### src/rtl/regbank_ctrl_pkg.sv
// Shared constants and helpers for the register-bank write path.
// Requester indices, the default requester count and the index-to-enable decode.
package regbank_ctrl_pkg;

   localparam int unsigned NREQ_DEFAULT = 3;

   localparam int unsigned REQ_ALU  = 0;
   localparam int unsigned REQ_LOAD = 1;
   localparam int unsigned REQ_EXT  = 2;

   localparam int unsigned NREG = 16;

   function automatic logic [15:0] decode_onehot16(input logic [3:0] idx);
      logic [15:0] res;
      res      = 16'h0000;
      res[idx] = 1'b1;
      return res;
   endfunction

endpackage

### src/rtl/rr_arbiter.sv
// Round-robin requester selection: the search begins one past the pointer and wraps.
// stall blocks every grant; the caller folds reset into stall.
module rr_arbiter #(
   parameter int unsigned NREQ = 3,
   parameter int unsigned IW   = 2
) (
   input  logic [NREQ-1:0] req,
   input  logic            stall,
   input  logic [IW-1:0]   pointer,
   output logic [NREQ-1:0] gnt,
   output logic [IW-1:0]   gnt_idx,
   output logic            gnt_valid
);

   logic [IW:0] sum_s;
   logic [IW:0] cand_s;
   logic        hit_s;
   logic        found_s;

   // First requesting index found after the pointer, in wrapped order, wins.
   always_comb begin
      gnt     = '0;
      gnt_idx = '0;
      found_s = 1'b0;
      sum_s   = '0;
      cand_s  = '0;
      hit_s   = 1'b0;
      for (int k = 1; k <= int'(NREQ); k++) begin
         sum_s   = {1'b0, pointer} + (IW+1)'(k);
         cand_s  = (sum_s >= (IW+1)'(NREQ)) ? (sum_s - (IW+1)'(NREQ)) : sum_s;
         hit_s   = req[cand_s[IW-1:0]] & ~stall & ~found_s;
         gnt[cand_s[IW-1:0]] = gnt[cand_s[IW-1:0]] | hit_s;
         gnt_idx = hit_s ? cand_s[IW-1:0] : gnt_idx;
         found_s = found_s | hit_s;
      end
      gnt_valid = found_s;
   end

endmodule

### src/rtl/regbank_write_arbiter.sv
// Arbitrates several write requesters onto the single register-bank write port.
// Writes appear one cycle after the grant; protected destinations are dropped and flagged.
module regbank_write_arbiter
   import regbank_ctrl_pkg::*;
#(
   parameter int unsigned NREQ         = NREQ_DEFAULT,
   parameter int unsigned DW           = 16,
   parameter logic [15:0] PROTECT_MASK = 16'h0000
) (
   input  logic               clk,
   input  logic               reset,
   input  logic [NREQ-1:0]    req,
   input  logic [NREQ*4-1:0]  dest,
   input  logic [NREQ*DW-1:0] data,
   input  logic               stall,
   output logic [NREQ-1:0]    gnt,
   output logic [DW-1:0]      ALUBus,
   output logic [15:0]        regEnable,
   output logic               wr_drop,
   output logic [15:0]        wr_count
);

   localparam int unsigned IW = (NREQ > 1) ? $clog2(NREQ) : 1;

   logic [IW-1:0] last_grant_r;
   logic [IW-1:0] gnt_idx_s;
   logic          gnt_valid_s;
   logic          arb_block_s;
   logic [3:0]    sel_dest_s;
   logic [DW-1:0] sel_data_s;
   logic          protected_s;
   logic          write_ok_s;

   // Holding reset low must also hide the grant, so no request is consumed while in reset.
   assign arb_block_s = stall | ~reset;

   rr_arbiter #(
      .NREQ (NREQ),
      .IW   (IW)
   ) u_rr_arbiter (
      .req       (req),
      .stall     (arb_block_s),
      .pointer   (last_grant_r),
      .gnt       (gnt),
      .gnt_idx   (gnt_idx_s),
      .gnt_valid (gnt_valid_s)
   );

   // AND-OR mux of the granted requester's destination and data, then the protect lookup.
   always_comb begin
      sel_dest_s = 4'h0;
      sel_data_s = '0;
      for (int i = 0; i < int'(NREQ); i++) begin
         sel_dest_s = sel_dest_s | (dest[4*i +: 4] & {4{gnt[i]}});
         sel_data_s = sel_data_s | (data[DW*i +: DW] & {DW{gnt[i]}});
      end
      protected_s = PROTECT_MASK[sel_dest_s];
      write_ok_s  = gnt_valid_s & ~protected_s;
   end

   // Round-robin pointer: moves only on a grant, restarts so requester 0 leads after reset.
   always_ff @(posedge clk) begin
      if (!reset) begin
         last_grant_r <= IW'(NREQ - 1);
      end else if (gnt_valid_s) begin
         last_grant_r <= gnt_idx_s;
      end else begin
         last_grant_r <= last_grant_r;
      end
   end

   // Write port, drop flag and saturating completed-write counter.
   always_ff @(posedge clk) begin
      if (!reset) begin
         regEnable <= 16'h0000;
         ALUBus    <= '0;
         wr_drop   <= 1'b0;
         wr_count  <= 16'h0000;
      end else begin
         regEnable <= write_ok_s ? decode_onehot16(sel_dest_s) : 16'h0000;
         ALUBus    <= gnt_valid_s ? sel_data_s : ALUBus;
         wr_drop   <= gnt_valid_s & protected_s;
         wr_count  <= (write_ok_s && (wr_count != 16'hFFFF)) ? (wr_count + 16'h0001) : wr_count;
      end
   end

endmodule

### config.mk
export PLATFORM = sky130hd
export DESIGN_NAME = regbank_write_arbiter
export DESIGN_NICKNAME = d
export VERILOG_FILES = /design/src/rtl/regbank_ctrl_pkg.sv /design/src/rtl/rr_arbiter.sv /design/src/rtl/regbank_write_arbiter.sv
export SDC_FILE = /design/constraint.sdc
export NUM_CORES = 1
export LEC_CHECK = 0
export BUFFER_PORTS_ARGS = -buffer_cell sky130_fd_sc_hd__buf_2
export CORE_ASPECT_RATIO = 0.75
export CORE_MARGIN = 8
export CORE_UTILIZATION = 39
export DETAILED_ROUTE_END_ITERATION = 12
export PLACE_DENSITY = 0.76
export SYNTH_ARGS = -nofsm -noshare
export SYNTH_HDL_FRONTEND = slang
export SYNTH_SLANG_ARGS = --single-unit
### constraint.sdc
create_clock -name clk -period 3.65 [get_ports clk]
set_clock_uncertainty 0.05 [all_clocks]
set_input_delay 0 -clock clk [delete_from_list [all_inputs] [get_ports clk]]
set_output_delay 0 -clock clk [all_outputs]
set_load 0.005 [all_outputs]
# == Word-level counts from Yosys, hierarchy flattened ==
# Memories as Yosys holds them, arrays and structs flattened.
# Index checks and enable logic that the tools add are counted.
# totals
register_bits,51
rom_bits,16
in_bits,66
out_inout_bits,52
word_cells,89
memories,1
# op_classes
addsub,7
n_lt_le_gt_ge,11
eq_ne,1
muxes,29
bitwise_logic,29
reduce_logical,6
# memory_table
memory,depth,word_bits,rd,rd_ports_with_merged_regs,write_ports,line_no,text
(no name shown),16,1,1,0,0,regbank_write_arbiter.sv:57,protected_s = PROTECT_MASK[sel_dest_s];
# op_table
op,count
AND 16 bit,3
OR 16 bit,2
adder 16 x 1 -> 16 bit (second input constant),1
inequality test 16 bit (second input constant),1
AND 4 bit,3
binary-select mux 1 bit (select 2 bit),6
2-to-1 mux 2 bit,6
2-to-1 mux 1 bit,11
>= comparator 3 x 2 -> 1 bit (second input constant),3
less-than comparator 2 x 3 -> 1 bit (second input constant),3
OR 4 bit,2
AND 1 bit,7
adder 2 x 2 -> 3 bit (second input constant),2
bitwise mux 3 bit,2
demux 1 bit (select 2 bit),3
>= comparator 2 x 1 -> 1 bit (second input constant),3
OR 1 bit,6
subtractor 2 bit (second input constant),3
logical AND 1 bit,5
less-than comparator 4 x 5 -> 1 bit (second input constant),1
inverter 1 bit,5
demux 1 bit (select 4 bit),1
>= comparator 4 x 1 -> 1 bit (second input constant),1
adder 2 x 1 -> 3 bit (second input constant),1
2 further kinds,2

# == Longest topological paths before layout ==
# Gate-level depths: netlist of run 1.
# logic_depth
depth_word,24
depth_mapped,12
ltp_nobuf,8

# == Hierarchy ==
# From an unflattened synthesis of run 1, not the netlist that was laid out.
# unflattened
cells_unflattened,297
area_unflattened_um2,2529.9
# modules_own_cells
module,instances,cells_each,area_each_um2,seq_area_each_um2
regbank_write_arbiter,1,231,2080.7,1001.0
rr_arbiter,1,66,449.2,0.0

# == Least setup slack after synthesis of run 1 ==
# OpenSTA, ideal clock, no wires.
# synth_path
path_type,reg-to-reg
start,reg last_grant_r[0]
end,reg regEnable[12]
setup_time_ps,156
t_arrival_ps,2605
t_required_ps,3444
slack_ps,840
stages_incl_launch_ff,11
n_path_buf,2
synth_period_minus_slack_ps,2810
cell_sequence,dfxtp_1 > buf_2 > inv_1 > ha_1 > mux2_2 > o211ai_2 > nand3_2 > a31oi_1 > buf_2 > a221o_1 > nor4_1
# synth_via
elab_chain_len,24
elab_cells_between_ends,69
classes_between,add/sub (6); order compare (11); mux (26); bitwise (20); reduce/logical (5); memory (1)
# synth_lines
element,line_no,text
"start, declared",regbank_write_arbiter.sv:25,logic [IW-1:0] last_grant_r;
"start signal, assigned",regbank_write_arbiter.sv:64,last_grant_r <= IW'(NREQ - 1);
"start signal, assigned",regbank_write_arbiter.sv:66,last_grant_r <= gnt_idx_s;
"start signal, assigned",regbank_write_arbiter.sv:68,last_grant_r <= last_grant_r;
adder 2 x 1 -> 3 bit,rr_arbiter.sv:29,"sum_s = {1'b0, pointer} + (IW+1)'(k);"
>= comparator 3 x 2 -> 1 bit / subtractor 2 bit (equally long branches),rr_arbiter.sv:30,cand_s = (sum_s >= (IW+1)'(NREQ)) ? (sum_s - (IW+1)'(NREQ)) : sum_s;
2-to-1 mux 2 bit,rr_arbiter.sv:30,
less-than comparator 2 x 3 -> 1 bit (implied by the code) (tied with other cells),rr_arbiter.sv:32,gnt[cand_s[IW-1:0]] = gnt[cand_s[IW-1:0]] | hit_s;
logical AND 1 bit (implied by the code) / 2-to-1 mux 1 bit (equally long branches),"rr_arbiter.sv:32, rr_arbiter.sv:31",
2-to-1 mux 1 bit (implied by the code) / AND 1 bit (equally long branches),"rr_arbiter.sv:32, rr_arbiter.sv:31",
demux 1 bit (select 2 bit) / OR 1 bit (equally long branches),-,
AND 3 bit (no line),-,
(+7 left out),-,
bitwise mux 3 bit,rr_arbiter.sv:32,
AND 4 bit,regbank_write_arbiter.sv:54,sel_dest_s = sel_dest_s | (dest[4*i +: 4] & {4{gnt[i]}});
OR 4 bit (2 in a row),regbank_write_arbiter.sv:54,
memory read (16 x 1 bit),-,
2-to-1 mux 1 bit (implied by the code),regbank_write_arbiter.sv:57,
inverter 1 bit,regbank_write_arbiter.sv:58,write_ok_s = gnt_valid_s & ~protected_s;
AND 1 bit,regbank_write_arbiter.sv:58,
AND reduction 2 bit (no line),-,
"end signal, assigned",regbank_write_arbiter.sv:80,regEnable <= write_ok_s ? decode_onehot16(sel_dest_s) : 16'h0000;
"end, declared",regbank_write_arbiter.sv:18,"output logic [15:0] regEnable,"
# Several ways; a longest one is shown, not always the timed one. The select of a mux whose other input is x is not followed.
# A chain may end at the register's enable or synchronous reset.

# == Worst setup path after layout of run 1 ==
# layout_path
start,reg last_grant_r[0]
end,reg ALUBus[11]
# layout_via
elab_chain_len,19
elab_cells_between_ends,59
classes_between,add/sub (6); order compare (9); mux (23); bitwise (18); reduce/logical (3)
# layout_lines
element,line_no,text
adder 2 x 1 -> 3 bit,rr_arbiter.sv:29,
>= comparator 3 x 2 -> 1 bit / subtractor 2 bit (equally long branches),rr_arbiter.sv:30,
2-to-1 mux 2 bit,rr_arbiter.sv:30,
less-than comparator 2 x 3 -> 1 bit (implied by the code) (tied with other cells),rr_arbiter.sv:32,
logical AND 1 bit (implied by the code) / 2-to-1 mux 1 bit (equally long branches),"rr_arbiter.sv:32, rr_arbiter.sv:31",
2-to-1 mux 1 bit (implied by the code) / AND 1 bit (equally long branches),"rr_arbiter.sv:32, rr_arbiter.sv:31",
demux 1 bit (select 2 bit) / OR 1 bit (equally long branches),-,
AND 3 bit (no line),-,
(+2 left out),-,
OR 1 bit,rr_arbiter.sv:32,
bitwise mux 3 bit,rr_arbiter.sv:32,
binary-select mux 1 bit (select 2 bit),rr_arbiter.sv:32,
2-to-1 mux 1 bit (implied by the code),rr_arbiter.sv:32,
OR 1 bit,rr_arbiter.sv:32,
bitwise mux 3 bit,rr_arbiter.sv:32,
AND 16 bit,regbank_write_arbiter.sv:55,sel_data_s = sel_data_s | (data[DW*i +: DW] & {DW{gnt[i]}});
OR 16 bit (2 in a row),regbank_write_arbiter.sv:55,
"end signal, assigned",regbank_write_arbiter.sv:81,ALUBus <= gnt_valid_s ? sel_data_s : ALUBus;
"end, declared",regbank_write_arbiter.sv:17,"output logic [DW-1:0] ALUBus,"
# Several ways; a longest one is shown, not always the timed one. The select of a mux whose other input is x is not followed.

==> results.txt, run 1 <==
worst-path fanout max: 14
cells taking the most area after synthesis: dfxtp_1, a221oi_1, nor4_1, a21oi_1, nand2_1
final slew viol count: 0
total number of placement rows: 25
unrepaired setup endpoints after global routing: true
average size of a mapped cell: 8.50 um^2
final hold violation count: 0
end of the worst register-to-register path: ALUBus[11]$_SDFFE_PN0P_
number of nets in the layout: 531
kind of launch point of the worst setup path: flip-flop
drt wl/cell: 17.7 um
async set-or-reset flop fraction in the synthesized netlist: 0%
number of antenna violations at the first check in global routing: 0
starting utilization of the core area: 40.5%
highest ir drop seen on vdd: 0.386 mV
routed vias: 3079
# DRC: 0
setup slack on the worst flop-to-flop path: 190 ps
hold wc startpoint: dest[1]
Min Clock Period, post-route: 3460 ps
cell area after technology mapping: 2560 um^2
synth warn: 0
Sinks on Clock Net: 50
vias in the first global route: 3061
pin count of the biggest net entering global routing: 23
Yosys top cell by area: dfxtp_1
leakage power of the design: 0.00174 uW
TritonCTS clock tree: done
sequential cell area fraction in the yosys report: 39.1%
clock input transition at the sequential cells of the worst setup and hold paths: 100 ps
Data required, critical path: 3850 ps
outcome: finished clean
overall routed net length: 9630 um
aggregate global routing overflow: 0
most frequent cell after synthesis: dfxtp_1
Slew @ Worst Pin: 890 ps
Yosys cell types: 55
count of flip-flops with a built-in enable after synthesis: 0
final weighted congestion in routability-driven placement: 0.874
number of cells on the worst reg-to-reg path: 9
gate count of the mapped netlist: 301
Skew-Pair Late Insertion Delay: 310 ps
vias per inst: 5.67
worst slew margin relative to its limit: 40.6%
post-route clock period utilization: 94.9%
count of antenna diodes in the layout: 0
top cell type's share of synthesized area: 39.1%
WHS Endpoint: regEnable[6]$_SDFF_PN0_
cell count after placement: 486
number of maximum-capacitance constraint violations: 0
count of endpoints failing setup in the final report: 0
Pwr Density: 454 nW/um^2
placeable core area: 6320 um^2
Total Routing Usage GR: 19.8%
maximum count of clock buffers along a single path: 2
top post-synthesis cells by count: dfxtp_1, nand2_1, a21oi_1
full die area: 9440 um^2
first-pass GRT wire length: 15200 um
relative area change from synthesis to final layout: 49.6%
top flip-flop cell by instance count after synthesis: dfxtp_1
Hold/Removal Path Class: in -> reg
H-tree levels: 2
ratio of cells with drive above 1 in the final layout: 32.9%
reg-to-reg startpoint: last_grant_r[0]$_SDFFE_PN0P_
arrival time at the worst endpoint: 3660 ps
count of cells along the worst hold path: 3
critical path capture point type: flip-flop
number of buffers added by the clock tree synthesis step: 5
count of boundary I/O pins: 118
number of standard cells in the layout, taps in and fillers out: 543
Starting DRT DRC Count: 161
die width: 110 um
port bufs: 116
Routed Antenna Nets: 0
crit path kind: reg -> reg
Synth Net Count: 371
Achievable Freq: 289 MHz
register bit count reported by yosys: 50
Chip Height: 86.2 um
Clock Root Buffer: clkbuf_8
Setup TNS: 0 ps
half-perimeter wire length after placement: 6300 um
number of iterations in the first detailed-routing pass: 5
critical path, stage by stage, from the launching register on:
cell	delay (ps)
dfxtp_1	500
inv_1	120
ha_2	500
mux2_2	410
o211ai_2	350
nand3_2	260
a21oi_2	320
a221oi_1	140
a21oi_1	180
dlygate4sd3_1	590
cell type report:
cell class	instances	area (um^2)
Tap cell	81	101
Clock buffer	5	68.8
Inverter	11	41.3
Multi-Input combinational cell	220	1450
Timing Repair Buffer	173	1120
Fill cell	562	2490
Clock inverter	3	43.8
Sequential cell	50	1000
cells by family (layout without fill, tap and decap cells):
group                    count (synthesis)  in the layout  synth area share [%]
multiplexers                             4              4                  1.66
XOR/XNOR                                11             11                  3.76
adder cells (fa/ha/maj)                  4              4                  1.96
AO/OA/AOI/OAI                           91             91                  25.2
AND/OR/NAND/NOR                        109            109                  22.5
flip-flops                              50             50                  39.1
other                                    1              1                 0.146
buffers and inverters                   31            192                  5.72
metal layers:
layer,share of wire (%),up-vias,GRT usage (%)
met5,0,-,0
met4,0.76,0,3.79
met3,11,9,6.52
met2,47,160,32.5
met1,42,1460,24.5
li1,-,1450,-
worst max-delay path by stage:
stage / from / cells past startpoint / end
floorplan: last_grant_r[0]$_SDFFE_PN0P_ / 10 / regEnable[12]$_SDFF_PN0_
global placement: last_grant_r[0]$_SDFFE_PN0P_ / 8 / regEnable[13]$_SDFF_PN0_
detailed placement: last_grant_r[0]$_SDFFE_PN0P_ / 8 / regEnable[13]$_SDFF_PN0_
CTS: last_grant_r[0]$_SDFFE_PN0P_ / 9 / ALUBus[1]$_SDFFE_PN0P_
global route: last_grant_r[0]$_SDFFE_PN0P_ / 8 / regEnable[14]$_SDFF_PN0_
finish: last_grant_r[0]$_SDFFE_PN0P_ / 9 / ALUBus[11]$_SDFFE_PN0P_
repair_timing:
action,4_1_cts,5_1_grt
setup buffers,0,4
gates resized for setup,0,6
endpoints found under the hold margin,17,0
hold buffers,45,0
setup endpoints to repair,0,19
where the power goes:
part	switching, uW	total [uW]	internal (uW)	leakage (uW)
clock network	209	415	206	0.0000585
logic	386	678	292	0.00127
registers	33.6	644	611	0.000407
total	629	1740	1110	0.00174
through the flow:
stage          total power [uW]  cell area (um^2)  worst slack (ps)  utilization, %  hold WS, ps
2_1_floorplan              1020              2560               840               -         84.2
3_3_place_gp               1220              3200               310            50.7          193
3_5_place_dp               1230              3200               188            50.7          194
4_1_cts                    1680              3770              85.5            59.6          164
5_1_grt                    1830              3830              6.07            60.6          182
6_report                   1740              3830               188            60.6          154
registers in the layout (all words and copies together) (netlist names):
| name | count |
|---|---|
| wr_count | 16 |
| ALUBus | 16 |
| regEnable | 16 |
| last_grant_r | 2 |
cell usage in the layout (no fill, tap or decap), types with 3 or more instances in the layout:
cell type        n
buf_2          116
dfxtp_1         50
dlygate4sd3_1   45
nand2_1         27
a21oi_1         22
nor4_1          19
o21ai_0         19
a221oi_1        17
nor2_1          16
buf_4           12
inv_1           10
nand3_1         10
nand4_1          8
xor2_1           8
nor3_1           5
and3_1           5
clkbuf_8         5
nand2b_1         4
a221o_1          4
nor2b_1          3
nand3_2          3
a211oi_1         3
xnor2_1          3
ha_1             3
(Power assumes the default switching activity.)
==> run 2: changes to the inputs <==
--- a/config.mk
+++ b/config.mk
@@ -10,7 +10,7 @@
 export CORE_MARGIN = 8
 export CORE_UTILIZATION = 39
 export DETAILED_ROUTE_END_ITERATION = 12
-export PLACE_DENSITY = 0.76
+export PLACE_DENSITY = 0.66
 export SYNTH_ARGS = -nofsm -noshare
 export SYNTH_HDL_FRONTEND = slang
 export SYNTH_SLANG_ARGS = --single-unit
==> constraint.sdc (replaced) <==
create_clock -name clk -period 3.65 [get_ports clk]
set_clock_uncertainty 0.05 [all_clocks]
set_input_delay 0 -clock clk [delete_from_list [all_inputs] [get_ports clk]]
set_output_delay 0 -clock clk [all_outputs]
set_load 0.1 [all_outputs]
==> run 2 against run 1 <==
Power increased by 26%. Register-to-register slack improved by 20 ps. Clock power decreased by 18%. Sequential power about the same. Largest power group unchanged.
==> results.txt, run 2 (synthesis gave the netlist of run 1 again) <==
maximum count of clock buffers along a single path: 2 (unchanged)
overall routed net length: 9490 um (-1.5%)
number of maximum-capacitance constraint violations: 0 (unchanged)
full die area: 9440 um^2 (unchanged)
starting utilization of the core area: 40.5% (unchanged)
count of boundary I/O pins: 118 (unchanged)
post-layout util: 60.4% (-0.22 points)
Routed Antenna Nets: 0 (unchanged)
aggregate global routing overflow: 0 (unchanged)
critical path capture point type: flip-flop
vias per inst: 5.64 (-0.60%)
# DRC: 0 (unchanged)
final weighted congestion in routability-driven placement: 0.953 (+9.0%)
Starting DRT DRC Count: 154 (-4.3%)
area after detailed placement: 3220 um^2 (+0.47%)
final slew viol count: 0 (unchanged)
Hold/Removal Path Class: in -> reg
number of antenna violations at the first check in global routing: 0 (unchanged)
routed vias: 3055 (-0.78%)
Pwr Density: 573 nW/um^2 (+26%)
GRT busiest layer: met2
Final Instance Area: 3810 um^2 (-0.36%)
leakage power of the design: 0.00173 uW (-0.60%)
grt met3 use: 7.27% (+0.75 points)
Setup TNS: 0 ps (unchanged)
cells traversed along the worst timing path: inv_1 > ha_2 > mux2_2 > a311oi_1 > a211o_1 > nand3_2 > buf_4 > a221oi_1 > dlygate4sd3_1 > a21oi_1
number of iterations in the first detailed-routing pass: 4 (-1)
highest ir drop seen on vdd: 0.523 mV (+36%)
count of endpoints failing setup in the final report: 0 (unchanged)
total number of placement rows: 25 (unchanged)
Skew-Pair Late Insertion Delay: 300 ps (about the same)
first-pass GRT wire length: 14900 um (-1.9%)
half-perimeter wire length after placement: 6220 um (-1.4%)
post-route clock period utilization: 94.4% (-0.42 points)
relative area change from synthesis to final layout: 49.0%
H-tree levels: 2 (unchanged)
worst-path fanout max: 16 (+2)
Min Clock Period, post-route: 3450 ps (-15.4 ps)
die width: 110 um (unchanged)
crit path kind: reg -> reg
Layout fillers: 559 (-0.53%)
CP max stage delay: 610 ps (+20 ps)
pin count of the biggest net entering global routing: 23 (unchanged)
Clock Root Buffer: clkbuf_8
Sinks on Clock Net: 50 (unchanged)
ratio of cells with drive above 1 in the final layout: 31.7% (-1.2 points)
post-layout power: 2190 uW (+26%)
TritonCTS clock tree: done
Slew @ Worst Pin: 976 ps (+85.9 ps)
Data required, critical path: 3800 ps (-50 ps)
count of antenna diodes in the layout: 0 (unchanged)
placeable core area: 6320 um^2 (unchanged)
arrival time at the worst endpoint: 3590 ps (-70 ps)
Achievable Freq: 290 MHz (+0.45%)
routing usage on met1: 23.6% (-0.95 points)
worst slew margin relative to its limit: 34.9% (-5.7 points)
slowest cell on the critical path: dlygate4sd3_1
port bufs: 116 (unchanged)
biggest regs: ALUBus: 16 flops, regEnable: 16 flops, wr_count: 16 flops
Post-CTS Setup Inserts: 0 (unchanged)
drt wl/cell: 17.5 um (-1.3%)
number of nets in the layout: 530 (-0.19%)
outcome: finished clean
commonest non-fill, non-tap cell in the layout: buf_2
global-route track usage on met2: 31.0% (-1.4 points)
clock input transition at the sequential cells of the worst setup and hold paths: 100 ps (about the same)
final hold violation count: 0 (unchanged)
unrepaired setup endpoints after global routing: false
Chip Height: 86.2 um (unchanged)
kind of launch point of the worst setup path: flip-flop
top library cells by usage in the layout, fill and taps aside: buf_2, dfxtp_1, dlygate4sd3_1, nand2_1, a21oi_1
vias in the first global route: 3027 (-1.1%)
number of buffers added by the clock tree synthesis step: 5 (unchanged)
Total Routing Usage GR: 19.4% (-0.31 points)
## run 2: cell count changes in the layout (fill, tap and decap cells not counted), moves of 2 or more
cell / delta
a221oi_1: +2
dlygate4sd3_1: +3
buf_2: -2
buf_4: -3
a221oi_2: -2
## run 2: worst paths after layout
path / depth (start not counted) / startpoint / to / slack [ps]
min reg2reg: 2 / wr_count[1]$_SDFFE_PN0P_ / wr_count[1]$_SDFFE_PN0P_ / 460
min: 5 / req[1] / last_grant_r[0]$_SDFFE_PN0P_ / 180
max: 10 / last_grant_r[0]$_SDFFE_PN0P_ / ALUBus[8]$_SDFFE_PN0P_ / 200
max reg2reg: 10 / last_grant_r[0]$_SDFFE_PN0P_ / ALUBus[8]$_SDFFE_PN0P_ / 200
## run 2: layout make-up
cell class                      count  area (um^2)  share of cell area [%]
Clock buffer                        6         82.6                    2.16
Clock inverter                      2         12.5                   0.328
Inverter                           11         41.3                    1.08
Multi-Input combinational cell    220         1440                    37.7
Sequential cell                    50         1000                    26.3
Tap cell                           81          101                    2.66
Timing Repair Buffer              172         1140                    29.8
## run 2: worst max-delay path: cells and delay by family, from the launching register on
kind	cells	cell delay [ps]
adders and majority gates	1	480
buffers and inverters	3	960
DFF	1	430
AOI/OAI and AO/OA	4	840
muxes	1	420
and+or+nand+nor	1	160
## run 2: per-layer routing
layer | up-vias | wire [um]
met1 | 1406 | 3930
met2 | 177 | 4310
li1 | 1458 | -
met4 | 0 | 147
met5 | - | 0
met3 | 14 | 1090
## run 2: power by group
part	switching (uW)	leakage (uW)	total, uW	internal, uW
combinational	883	0.00127	1200	316
sequential	35.2	0.000408	646	611
clock	188	0.0000472	341	153
## run 2: stage by stage
| stage | setup slack (ps) | instances | hold slack (ps) |
|---|---|---|---|
| 3_3_place_gp | 369 | 486 | 189 |
| 6_report | 203 | 542 | 183 |
| 4_1_cts | 107 | 542 | 165 |
| 3_5_place_dp | 287 | 486 | 195 |
| 2_1_floorplan | 534 | 301 | 84.2 |
| 5_1_grt | 40.1 | 542 | 192 |
## run 2: timing repair
item,4_1_cts,5_1_grt
hold endpoints to repair,17,0
setup endpoints to repair,1,26
resized for setup,1,4
hold buffers,48,0
